[src/rtl/bcd_modn_counter.sv]
// Multi-digit BCD modulo-N up/down counter with built-in prescaler, synchronous load and wrap pulse.
// bcd/step/tc update on the prescaler-wrap edge (0 cycles); load overrides a coincident step; no backpressure.
module bcd_modn_counter #(
    parameter int NUM_DIGITS = 2,
    parameter int MODULUS    = 60,
    parameter int PRESCALE   = 50_000_000,
    parameter int PS_W       = 26
) (
    input  logic                    Clk_50M,
    input  logic                    RST,
    input  logic                    en,
    input  logic                    dir,
    input  logic                    load,
    input  logic [4*NUM_DIGITS-1:0] load_bcd,
    output logic [4*NUM_DIGITS-1:0] bcd,
    output logic                    step,
    output logic                    tc,
    output logic                    load_err
);

    localparam int W = 4 * NUM_DIGITS;

    function automatic longint pow10(input int n);
        longint r;
        r = 1;
        for (int i = 0; i < n; i++) begin
            r = r * 10;
        end
        return r;
    endfunction

    function automatic logic [W-1:0] int_to_bcd(input int value);
        logic [W-1:0] r;
        int           v;
        r = '0;
        v = value;
        for (int i = 0; i < NUM_DIGITS; i++) begin
            r[4*i +: 4] = 4'(v % 10);
            v = v / 10;
        end
        return r;
    endfunction

    localparam longint       DIGIT_RANGE = pow10(NUM_DIGITS);
    localparam logic [W-1:0] MAX_BCD     = int_to_bcd(MODULUS - 1);
    localparam logic [PS_W-1:0] PS_LAST  = PS_W'(PRESCALE - 1);

    generate
        if (NUM_DIGITS < 1 || NUM_DIGITS > 6 || MODULUS < 2 ||
            longint'(MODULUS) > DIGIT_RANGE || PRESCALE < 1 || PS_W < 1 ||
            (PS_W < 32 && (longint'(1) << PS_W) < longint'(PRESCALE))) begin : g_bad_params
            $error("bcd_modn_counter: illegal parameter combination");
        end
    endgenerate

    logic [PS_W-1:0] ps;
    logic [W-1:0]    bcd_inc;
    logic [W-1:0]    bcd_dec;
    logic            carry;
    logic            borrow;
    logic            digits_ok;
    logic            load_ok;
    logic            at_max;
    logic            at_zero;
    logic            ps_wrap;

    // Ripple carry/borrow across digits; wrap at the modulus is handled separately.
    always_comb begin
        bcd_inc = bcd;
        bcd_dec = bcd;
        carry   = 1'b1;
        borrow  = 1'b1;
        for (int i = 0; i < NUM_DIGITS; i++) begin
            if (carry) begin
                if (bcd[4*i +: 4] == 4'd9) begin
                    bcd_inc[4*i +: 4] = 4'd0;
                end else begin
                    bcd_inc[4*i +: 4] = bcd[4*i +: 4] + 4'd1;
                    carry             = 1'b0;
                end
            end
            if (borrow) begin
                if (bcd[4*i +: 4] == 4'd0) begin
                    bcd_dec[4*i +: 4] = 4'd9;
                end else begin
                    bcd_dec[4*i +: 4] = bcd[4*i +: 4] - 4'd1;
                    borrow            = 1'b0;
                end
            end
        end
    end

    // With every digit in 0..9, packed BCD orders the same as its numeric value.
    always_comb begin
        digits_ok = 1'b1;
        for (int i = 0; i < NUM_DIGITS; i++) begin
            if (load_bcd[4*i +: 4] > 4'd9) begin
                digits_ok = 1'b0;
            end
        end
    end

    assign load_ok = digits_ok && (load_bcd <= MAX_BCD);
    assign at_max  = (bcd == MAX_BCD);
    assign at_zero = (bcd == '0);
    assign ps_wrap = (ps == PS_LAST);

    always_ff @(posedge Clk_50M) begin
        if (RST) begin
            bcd      <= '0;
            ps       <= '0;
            step     <= 1'b0;
            tc       <= 1'b0;
            load_err <= 1'b0;
        end else begin
            step     <= 1'b0;
            tc       <= 1'b0;
            load_err <= 1'b0;
            if (load) begin
                ps <= '0;
                if (load_ok) begin
                    bcd <= load_bcd;
                end else begin
                    load_err <= 1'b1;
                end
            end else if (en) begin
                if (ps_wrap) begin
                    ps   <= '0;
                    step <= 1'b1;
                    if (dir) begin
                        if (at_max) begin
                            bcd <= '0;
                            tc  <= 1'b1;
                        end else begin
                            bcd <= bcd_inc;
                        end
                    end else begin
                        if (at_zero) begin
                            bcd <= MAX_BCD;
                            tc  <= 1'b1;
                        end else begin
                            bcd <= bcd_dec;
                        end
                    end
                end else begin
                    ps <= ps + 1'b1;
                end
            end
        end
    end

endmodule

[config.mk]
export PLATFORM = sky130hd
export DESIGN_NAME = bcd_modn_counter
export DESIGN_NICKNAME = d
export VERILOG_FILES = /design/src/rtl/bcd_modn_counter.sv
export SDC_FILE = /design/constraint.sdc
export NUM_CORES = 1
export LEC_CHECK = 0
export CAP_MARGIN = 20
export CELL_PAD_IN_SITES_DETAIL_PLACEMENT = 1
export CELL_PAD_IN_SITES_GLOBAL_PLACEMENT = 1
export CORE_ASPECT_RATIO = 1.2
export CORE_MARGIN = 1.5
export CORE_UTILIZATION = 42
export DETAILED_ROUTE_END_ITERATION = 12
export PLACE_DENSITY = 0.75
export SYNTH_ARGS = -nofsm -noshare
export SYNTH_HDL_FRONTEND = slang
export SYNTH_SLANG_ARGS = --single-unit
[constraint.sdc]
create_clock -name Clk_50M -period 2 [get_ports Clk_50M]
set_input_delay 0.2 -clock Clk_50M [delete_from_list [all_inputs] [get_ports Clk_50M]]
set_output_delay 0.2 -clock Clk_50M [all_outputs]
set_load 0.01 [all_outputs]
---- Yosys cells after proc, flatten, opt, wreduce, memory -nomap -nowiden ----
Cells that the tools add are included.
storage, ports and cells
  register bits after elaboration ......... 37
  input port bits ......................... 13
  output and inout bits ................... 11
  word-level logic and storage cells ...... 59
cells by class
  add/sub/neg operators ................... 5
  order comparisons ....................... 3
  equal/unequal tests ..................... 6
  muxes and demuxes ....................... 23
  bitwise operators ....................... 3
  reduce and logical (&&, ||, !) cells .... 13
operators with widths
  cell                                                            count
  2-to-1 mux 8 bit                                                7
  adder 26 x 1 -> 26 bit, second input constant                   1
  == test 26 bit, second input constant                           1
  2-to-1 mux 26 bit                                               1
  2-to-1 mux 4 bit                                                6
  2-to-1 mux 1 bit                                                9
  adder 4 x 1 -> 4 bit, second input constant                     2
  == test 4 bit, second input constant                            2
  == test 8 x 7 -> 1 bit, second input constant                   1
  > comparator 4 bit, second input constant                       2
  less-or-equal comparator 8 x 7 -> 1 bit, second input constant  1
  logical NOT 4 bit                                               2
  logical NOT 8 bit                                               1
  subtractor 4 x 1 -> 4 bit, second input constant                2
  AND reduction 5 bit                                             1
  inequality test 4 x 1 -> 1 bit, second input constant           1
  nonzero test 2 bit                                              2
  nonzero test 4 bit                                              1
  OR reduction 2 bit                                              2
  OR reduction 4 bit                                              1
  NOT 1 bit                                                       3
  AND reduction 3 bit                                             1
  OR reduction 3 bit                                              1
  inequality test 2 x 1 -> 1 bit, second input constant           1
  logical AND 1 bit                                               1

---- Longest topological paths before layout ----
Gate-level depths: netlist (run 1).
  depth in word-level cells ............... 8
  gate-level depth with buffers ........... 7
  gate-level depth less buffers ........... 7

---- Worst setup path before layout (run 1) ----
Ideal clock, no wire load.
  path kind ............................... register to register
  start point ............................. reg bcd[0]
  end point ............................... reg bcd[7]
  arrival time ............................ 1,718 ps
  data required time ...................... 1,884 ps
  slack ................................... 166 ps
  cell stages (with the launch flop) ...... 8
  path buffers ............................ 0
  period minus slack after synthesis ...... 1,834 ps
  cell sequence ........................... dfxtp_1 > inv_1 > ha_1 > or4b_1 > nand2_1 > a31o_2 > nor3_1 > a31o_2
between the ends
  word-level cells in the longest chain between the ends .. 6
  elaborated cells on any way between the ends .. 15
RTL lines
  element                                                             line      source
  start, declared                                                     15        output logic [4*NUM_DIGITS-1:0] bcd,
  start signal, assigned                                              122       bcd <= load_bcd;
  start signal, assigned                                              135       bcd <= bcd_inc;
  == test 8 x 7 -> 1 bit / logical NOT 8 bit (equally long branches)  104, 105
  2-to-1 mux 8 bit, on equally long branches                          131, 138
  2-to-1 mux 8 bit                                                    130       if (dir) begin
  2-to-1 mux 8 bit                                                    127       if (ps_wrap) begin
  2-to-1 mux 8 bit                                                    126       end else if (en) begin
  2-to-1 mux 8 bit                                                    119       if (load) begin
Parallel ways exist; a longest one is shown, timed or not. The select of a mux whose other input is x is not followed.
A chain may end at the register's enable or synchronous reset.

---- Worst setup path in the final report (run 1) ----
  start point ............................. reg ps[8]
  end point ............................... reg bcd[7]
between the ends
  word-level cells in the longest chain between the ends .. 3
RTL lines
  element                        line  source
  start, declared                56    logic [PS_W-1:0] ps;
  start signal, assigned         146   ps <= ps + 1'b1;
  == test 26 bit                 106   assign ps_wrap = (ps == PS_LAST);
  nonzero test 2 bit (no line)   n/a
  AND reduction 5 bit (no line)  n/a
Every way passes these cells.

==> metrics.cfg, run 1 <==
[yosys]
netlist_instances=248
synth.avg_cell_area_um2=8.415
syn_nets=265
synth-main-ff-cell=dfxtp_1
yosysSeqAreaShare_pct=35.49
synth_largest_area_cell=dfxtp_1
syn_area_um2=2087
synthDistinctLibCells=48
synth_top_area_share_pct=35.49
ys_async_sr_fraction_pct=0
synth.area.top_cells=dfxtp_1 (35%), xor2_1 (8.4%), nor2_1 (7.6%), nand3_1 (3.6%), nor4_4 (3.1%)
synth-edff-count=0
yosys_warnings=0
ys_ff_latch=37

[worst_setup_path]
worstPathArrival_ns=2.04
worstSetupEndpointType=flop
cp_max_fo=7
reg2reg_to=bcd[7]$_SDFFE_PP0P_
r2r-start=ps[8]$_SDFFE_PP0P_
reg2reg_depth=5
r2r_slack_ns=0.13
crit_start=ps[8]$_SDFFE_PP0P_
crit_required_ns=2.18
start_kind=flop
crit_type=flop to flop

[cts]
numCtsBuffers=5
hold_buffers=0
clock_path_buffers=2
postCtsSetupBuffers=0
tritoncts=done
cts_max_level=2
path_clk_slew_ns=0.07
numClockSinks=37
insertion_delay_ns=0.28
clock-root-buffer=clkbuf_8
cts_resized=0

[layout]
num_antenna_cells=0
ff_latch_area_um2=740.7
multi_input_area_um2=1254
area_growth_pct=23.80
fill_cells=583
fin_nets=304
final_util_pct=55.02
drive_gt1_share_pct=13.59

[detailed_routing]
detail-route-antenna-nets=0
vias=1925
drc=0
drtPass1Iterations=4
drt-total-wl_mm=5.341
vias_per_cell=5.580
drt_iter0_drc=77
routedWlPerCell_um=15.48

[global_routing]
grt_pass1_wl_mm=8.901
grt_max_degree=27
grt_pass1_vias=1937
antenna_found_initial=0
grt_overflow_total=0
grt_use_total_pct=21.46

[sta]
finClkSkew_ns=0.002418
setup_violations=0
final-hold-violation-count=0
fin_tns_setup_ns=0
min_period_over_period_pct=93.37
fmax_mhz=535.5
slew_headroom_pct=70.29
tightestPinTransition_ns=0.4451
holdWs_ns=0.5447
slew_viol_final=0
fin_crit_ns=1.867
rsz0062_at_grt=false

[die]
core-area_um2=4696
fp.dieH_um=80.22
die_area_um2=5403
start_util_pct=44.44
rows=27
pin_count=24
die_x_um=67.35

[pwr]
p_sw_uw=354.0
pwr-share-comb_pct=13.0
power.leakage_nw=0.9432
pwr-share-seq_pct=51.8
cellPowerDensity_nw_per_um2=568.3
p_sw_share_pct=24.11
report.power.total_mw=1.468
p_int_mw=1.114
power_frac_clock_pct=35.2
ir_worst_vdd_uv=381.4

[min_path]
hold_start=ps[16]$_SDFFE_PP0P_
min_to=ps[16]$_SDFFE_PP0P_
min_path_cells=2
hp-class=flop to flop

[placement]
io_buffers=23
gp_congestion=0.8743
place_hpwl_mm=4.003

[run]
max_cap_violations=0

[outcome]
outcome=finished clean

==> registers in the layout, indices dropped and copies added, names as in the netlist <==
register / cells
tc: 1
load_err: 1
bcd: 8
step: 1
ps: 26
==> power groups by stage <==
stage | clock [mW] | sequential [mW] | combinational, mW
6_report | 0.517 | 0.761 | 0.190
5_1_grt | 0.572 | 0.762 | 0.208
2_1_floorplan | 0 | 0.775 | 0.102
3_5_place_dp | 0 | 0.777 | 0.191
3_3_place_gp | 0 | 0.777 | 0.188
4_1_cts | 0.541 | 0.760 | 0.192
==> layer usage <==
layer / GRT usage, % / share of wire [%]
met5: 0 / 0
met3: 3.081 / 2.2
met1: 24.05 / 43
met2: 40.79 / 54
met4: 6.122 / 1.0
==> cells in the mapped netlist (2+ instances only) <==
master	n
nor3_1	8
and3_1	5
buf_6	2
and4_1	3
nor3b_1	3
xor2_1	20
nand2b_1	3
clkbuf_1	8
a221oi_1	4
inv_1	8
mux2i_1	3
a211oi_1	2
and4b_1	2
a31o_2	2
o211ai_1	5
nand2_1	15
xnor2_1	5
o21ai_0	7
nor2_1	42
dfxtp_1	37
and2_1	2
nand4_1	9
a21oi_1	6
nor2b_1	2
ha_1	4
nand3b_1	3
nor4_4	3
nand3_1	15
==> cell families after synthesis <==
kind of cell | synth area share [%]
adders and majority gates | 2.398
AOI/OAI and AO/OA | 13.37
and+or+nand+nor | 32.37
buffers and inverters | 4.436
xor gates and xnor gates | 10.49
muxes | 1.439
DFF | 35.49
==> layout make-up <==
cell class,instances,share of cell area [%]
repair buffers,44,15.50
clock buffers,7,3.341
inverters,8,1.162
well taps,58,2.809
multi-input cells,191,48.52
flip-flops and latches,37,28.67
==> critical path: stages, from the launching register on <==
cell	delay, ns
dfxtp_1	0.35
or4_4	0.56
nor4_4	0.29
a31o_2	0.30
nor3_1	0.06
a31o_2	0.21
==> metrics by stage <==
stage                     worst slack [ns]  cells  cell area (µm²)
after floorplan                     0.1661    248             2087
after global placement             0.08321    338             2497
after detailed placement           0.08640    338             2497
after CTS                           0.1255    345             2584
after global routing               0.01208    345             2584
final                               0.1325    345             2584
==> placed cells by master (no fill, tap or decap), types with 2 or more instances in the layout <==
cell	n
nand3b_1	3
buf_4	20
and4_1	3
nand2_1	15
a221oi_1	4
inv_1	8
clkbuf_8	6
and4b_1	2
nor3b_1	3
mux2i_1	3
nor3_1	8
nand3_1	15
nand2b_1	3
ha_1	4
a31o_2	2
nor2b_1	2
clkdlybuf4s50_1	23
nand4_1	9
dfxtp_1	37
nor2_1	42
and3_1	5
and2_1	2
xnor2_1	5
xor2_1	20
a211oi_1	2
o211ai_1	5
nor4_4	3
o21ai_0	7
a21oi_1	6
==> worst max path at each step <==
stage | end | slack, ns | cells after the start
global placement | bcd[7]$_SDFFE_PP0P_ | 0.08 | 6
CTS | bcd[1]$_SDFFE_PP0P_ | 0.13 | 5
finish | bcd[7]$_SDFFE_PP0P_ | 0.13 | 5
detailed placement | bcd[7]$_SDFFE_PP0P_ | 0.09 | 6
global route | bcd[1]$_SDFFE_PP0P_ | 0.01 | 6
floorplan | bcd[7]$_SDFFE_PP0P_ | 0.17 | 7
No activity file was read; power rests on OpenSTA's default activity.
==> run 2: changes to the inputs <==
--- a/config.mk
+++ b/config.mk
@@ -9,10 +9,9 @@
 export CELL_PAD_IN_SITES_DETAIL_PLACEMENT = 1
 export CELL_PAD_IN_SITES_GLOBAL_PLACEMENT = 1
 export CORE_ASPECT_RATIO = 1.2
-export CORE_MARGIN = 1.5
-export CORE_UTILIZATION = 42
+export CORE_UTILIZATION = 45
 export DETAILED_ROUTE_END_ITERATION = 12
-export PLACE_DENSITY = 0.75
+export PLACE_DENSITY = 0.8
 export SYNTH_ARGS = -nofsm -noshare
 export SYNTH_HDL_FRONTEND = slang
 export SYNTH_SLANG_ARGS = --single-unit
==> constraint.sdc (replaced) <==
create_clock -name Clk_50M -period 2.29 [get_ports Clk_50M]
set_input_delay 0.229 -clock Clk_50M [delete_from_list [all_inputs] [get_ports Clk_50M]]
set_output_delay 0.229 -clock Clk_50M [all_outputs]
set_load 0.01 [all_outputs]
==> metrics.cfg, run 2 (synthesis results as in run 1) <==
[outcome]
outcome=finished clean

[worst_setup_path]
worstSetupEndpointType=flop
worstPathArrival_ns=2.14  ; +0.10 ns
crit_start=ps[0]$_SDFFE_PP0P_
endpoint=bcd[7]$_SDFFE_PP0P_
crit_required_ns=2.47  ; +0.29 ns
start_kind=flop
r2r_slack_ns=0.33  ; +0.20 ns
r2r-start=ps[0]$_SDFFE_PP0P_
crit_type=flop to flop
reg2reg_to=bcd[7]$_SDFFE_PP0P_
cp_max_fo=7  ; unchanged
reg2reg_depth=6  ; +1

[layout]
fin_nets=294  ; -3.3%
final_util_pct=58.18  ; +3.2 points
final_cell_mix=nor2_1 (42), dfxtp_1 (37), clkdlybuf4s50_1 (23), xor2_1 (20)
largestRegisters=ps: 26 flops, bcd: 8 flops
area_growth_pct=21.52
max_flop_register=ps
largest_register_ffs=26  ; unchanged
drive_gt1_share_pct=10.79  ; -2.8 points
num_antenna_cells=0  ; unchanged
final_common_cell=nor2_1

[sta]
finClkSkew_ns=0.005386  ; +0.002968 ns
fin_crit_ns=1.960  ; +0.09214 ns
fin_tns_setup_ns=0  ; unchanged
fmax_mhz=510.3  ; -4.7%
slew_viol_final=0  ; unchanged
setup_violations=0  ; unchanged
slew_headroom_pct=66.53  ; -3.8 points
tightestPinTransition_ns=0.5004  ; +0.05538 ns
min_period_over_period_pct=85.57  ; -7.8 points
final-hold-violation-count=0  ; unchanged
rsz0062_at_grt=false

[detailed_routing]
routedWlPerCell_um=16.23  ; +4.9%
detail-route-antenna-nets=0  ; unchanged
drt_iter0_drc=144  ; +87%
vias=1884  ; -2.1%
drtPass1Iterations=4  ; unchanged
vias_per_cell=5.641  ; +1.1%
drc=0  ; unchanged
drt-total-wl_mm=5.422  ; +1.5%

[cts]
path_clk_slew_ns=0.07  ; about the same
numClockSinks=37  ; unchanged
clock-root-buffer=clkbuf_8
insertion_delay_ns=0.29  ; about the same
tritoncts=done
postCtsSetupBuffers=0  ; unchanged
cts_max_level=2  ; unchanged
clock_path_buffers=2  ; unchanged
cts_resized=0  ; unchanged
numCtsBuffers=5  ; unchanged
hold_buffers=0  ; unchanged

[run]
max_cap_violations=0  ; unchanged

[pwr]
power.leakage_nw=0.9073  ; -3.8%
cellPowerDensity_nw_per_um2=557.3  ; -1.9%
ir_worst_vdd_uv=425.6  ; +12%

[die]
rows=26  ; -3.7%
core-area_um2=4359  ; -7.2%
start_util_pct=47.88  ; +3.4 points
die_area_um2=4915  ; -9.0%
die_x_um=64.17  ; -4.7%
pin_count=24  ; unchanged
fp.dieH_um=76.60  ; -4.5%

[placement]
io_buffers=23  ; unchanged
gp_congestion=0.9127  ; +4.4%
place_hpwl_mm=3.991  ; -0.30%

[min_path]
hold_start=ps[5]$_SDFFE_PP0P_
hp-class=flop to flop

[global_routing]
grt_use_total_pct=24.53  ; +3.1 points
grt_pass1_wl_mm=9.397  ; +5.6%
grt_overflow_total=0  ; unchanged
grt_pass1_vias=1960  ; +1.2%
grt_max_degree=27  ; unchanged
antenna_found_initial=0  ; unchanged

-- run 2: critical path, cell delays in order, from the launching register on --
cell and delay [ns]:
dfxtp_1 0.39, ha_1 0.22, nand3_1 0.22, nor4_4 0.45, a31o_2 0.29, nor3_1 0.06
a31o_2 0.23
-- run 2: metrics by stage --
| stage | instances | power [mW] | cell area (µm²) | worst slack, ns | hold slack, ns |
|---|---|---|---|---|---|
| 4_1_cts | 334 | 1.430 | 2536 | 0.3238 | 0.5388 |
| 6_report | 334 | 1.413 | 2536 | 0.3304 | 0.5312 |
| 2_1_floorplan | 248 | 0.7655 | 2087 | 0.4561 | 0.4557 |
| 3_3_place_gp | 326 | 0.8372 | 2420 | 0.2684 | 0.4952 |
| 3_5_place_dp | 326 | 0.8409 | 2420 | 0.2416 | 0.5214 |
| 5_1_grt | 334 | 1.480 | 2536 | 0.1520 | 0.5744 |
-- run 2: power breakdown --
group / leakage [nW] / internal (mW) / switching (mW)
registers: 0.299 / 0.651 / 0.0135
logic: 0.550 / 0.0791 / 0.0808
clock network: 0.0585 / 0.355 / 0.233
-- run 2: cell type report --
| type | count | area (µm²) |
|---|---|---|
| repair buffers | 34 | 325.3 |
| fillers | 523 | 1823 |
| inverters | 8 | 30.03 |
| well taps | 56 | 70.07 |
| clock buffers | 7 | 86.33 |
| clock inverters | 1 | 30.03 |
| flip-flops and latches | 37 | 740.7 |
| multi-input cells | 191 | 1254 |
-- run 2: how the worst min path moves through the flow --
stage / to / cells past startpoint / slack (ns)
after CTS: ps[25]$_SDFFE_PP0P_ / 2 / 0.54
final: ps[5]$_SDFFE_PP0P_ / 2 / 0.53
after global placement: ps[25]$_SDFFE_PP0P_ / 2 / 0.50
after global routing: ps[1]$_SDFFE_PP0P_ / 2 / 0.57
after floorplan: bcd[3]$_SDFFE_PP0P_ / 2 / 0.46
after detailed placement: ps[5]$_SDFFE_PP0P_ / 2 / 0.52
-- run 2: per-layer routing --
metal	vias to the layer above	wire length [µm]	track usage, %
li1	937	-	-
met1	910	2346	28.25
met2	27	2842	44.15
met3	10	112	4.042
met4	0	121	9.778
met5	-	0	0
==> variant: new RTL, settings of run 2 <==
The parameter `PS_W` goes from 26 to 34.
--- a/src/rtl/bcd_modn_counter.sv
+++ b/src/rtl/bcd_modn_counter.sv
@@ -5,5 +5,5 @@
     parameter int MODULUS    = 60,
     parameter int PRESCALE   = 50_000_000,
-    parameter int PS_W       = 26
+    parameter int PS_W       = 34
 ) (
     input  logic                    Clk_50M,
Check against the original RTL: no difference found for any inputs over 10 cycles, from zero or initial values and one cycle with RST high; that may be too few to reach the edited logic, so the function may still have changed.
==> variant against run 2 <==
  * Die area increased by 21%
  * Routed wire length increased by 26%
  * Total power increased by 3.2%
  * First-iteration DRC count decreased by 45%
  * Critical endpoint is now ps[27]
  * Worst hold slack got worse by 0.045 ns
  * Cell area increased by 20%
  * Area after synthesis increased by 22%
  * Clock power decreased by 16%
  * Non-clock buffer count increased by 11
  * Count of clock-buffer cells in the layout unchanged
  * Maximum frequency decreased by 9.3%
  * Setup slack got worse by 0.20 ns
  * Sequential cell count increased by 8
==> variant: results (changes against run 2) <==
| Metric | Value |
|---|---|
| Top cells by count, synth | `45 x dfxtp_1, 33 x nor2_1, 28 x nand2_1` |
| CP max-delay cell | `or4_1` |
| CP peak stage delay | `0.65 ns (+0.20 ns)` |
| Fin nets | `362 (+23%)` |
| Vias in the first global route | `2554 (+30%)` |
| Net switching power | `0.351 mW (+7.1%)` |
| LEAKAGE | `1.03 nW (+14%)` |
| Largest registers | `ps x34, bcd x8` |
| Fillers | `676 (+29%)` |
| Compound-Gate Fraction of Synth Area | `16.5% (+3.1 points)` |
| Met3 Track Usage GR | `3.60% (-0.44 points)` |
| Xor and xnor area share after synthesis | `9.32% (-1.2 points)` |
| Mux contribution to synthesized area | `2.42% (+0.98 points)` |
| Via density per instance | `6.06 (+7.5%)` |
| Metal2 WL | `3510 um (+23%)` |
| R2r setup slk | `0.13 ns (-0.20 ns)` |
| Worst vdd rail ir drop | `0.202 mV (-53%)` |
| Synth Area in Adders | `1.97% (-0.43 points)` |
| Post-Route M1 WL | `2910 um (+24%)` |
| Seq. pwr | `0.803 mW (+21%)` |
| Sequential fraction of the synthesis area | `35.5% (about the same)` |
| DRT iter0 DRCs | `79 (-45%)` |
| Mapped Nets | `332 (+25%)` |
| FMAX | `463 MHz (-9.3%)` |
| GRT Util Overall | `24.1% (-0.44 points)` |
| Synth top area cells | `dfxtp_1 36%, xnor2_1 5.5%, nor2_1 4.9%` |
| Power in the clock group | `0.496 mW (-16%)` |
| P_int | `1.11 mW (+2.0%)` |
| Placement Setup Slack | `-0.132 ns (-0.373 ns)` |
| Status | `finished clean` |
| Worst EP arrival | `2.38 ns (+0.24 ns)` |
| Max Fanout on Critical Path | `8 (+1)` |
| Routability Congestion | `0.804 (-12%)` |
| Worst Hold End | `ps[33]` |
variant: changes by cell type after synthesis, sizes merged, moves of 8 or more:
cell,delta
xnor2,+11
clkbuf,+9
nand2,+12
nor2,-9
dfxtp,+8
xor2,-9
variant: how the worst max path moves through the flow:
stage	from	endpoint	slack, ns	depth (start not counted)
2_1_floorplan	ps[0]	ps[31]	0.17	7
3_3_place_gp	en	ps[31]	-0.03	6
3_5_place_dp	en	ps[27]	-0.13	6
4_1_cts	bcd[1]	bcd[0]	0.07	7
5_1_grt	bcd[1]	bcd[4]	0.007	7
6_report	ps[0]	ps[27]	0.13	5
variant: final cells by class:
class	instances	area, sq um	area share [%]
Multi-Input combinational cell	239	1530	50.3
Sequential cell	45	901	29.7
Timing Repair Buffer	45	408	13.5
Clock buffer	7	86.3	2.85
Tap cell	62	77.6	2.56
Inverter	9	33.8	1.11
variant: per-stage QoR:
stage               cells  instance area (sq um)
floorplan             315                   2540
global placement      400                   2930
detailed placement    400                   2930
CTS                   407                   3020
global route          407                   3030
finish                407                   3030
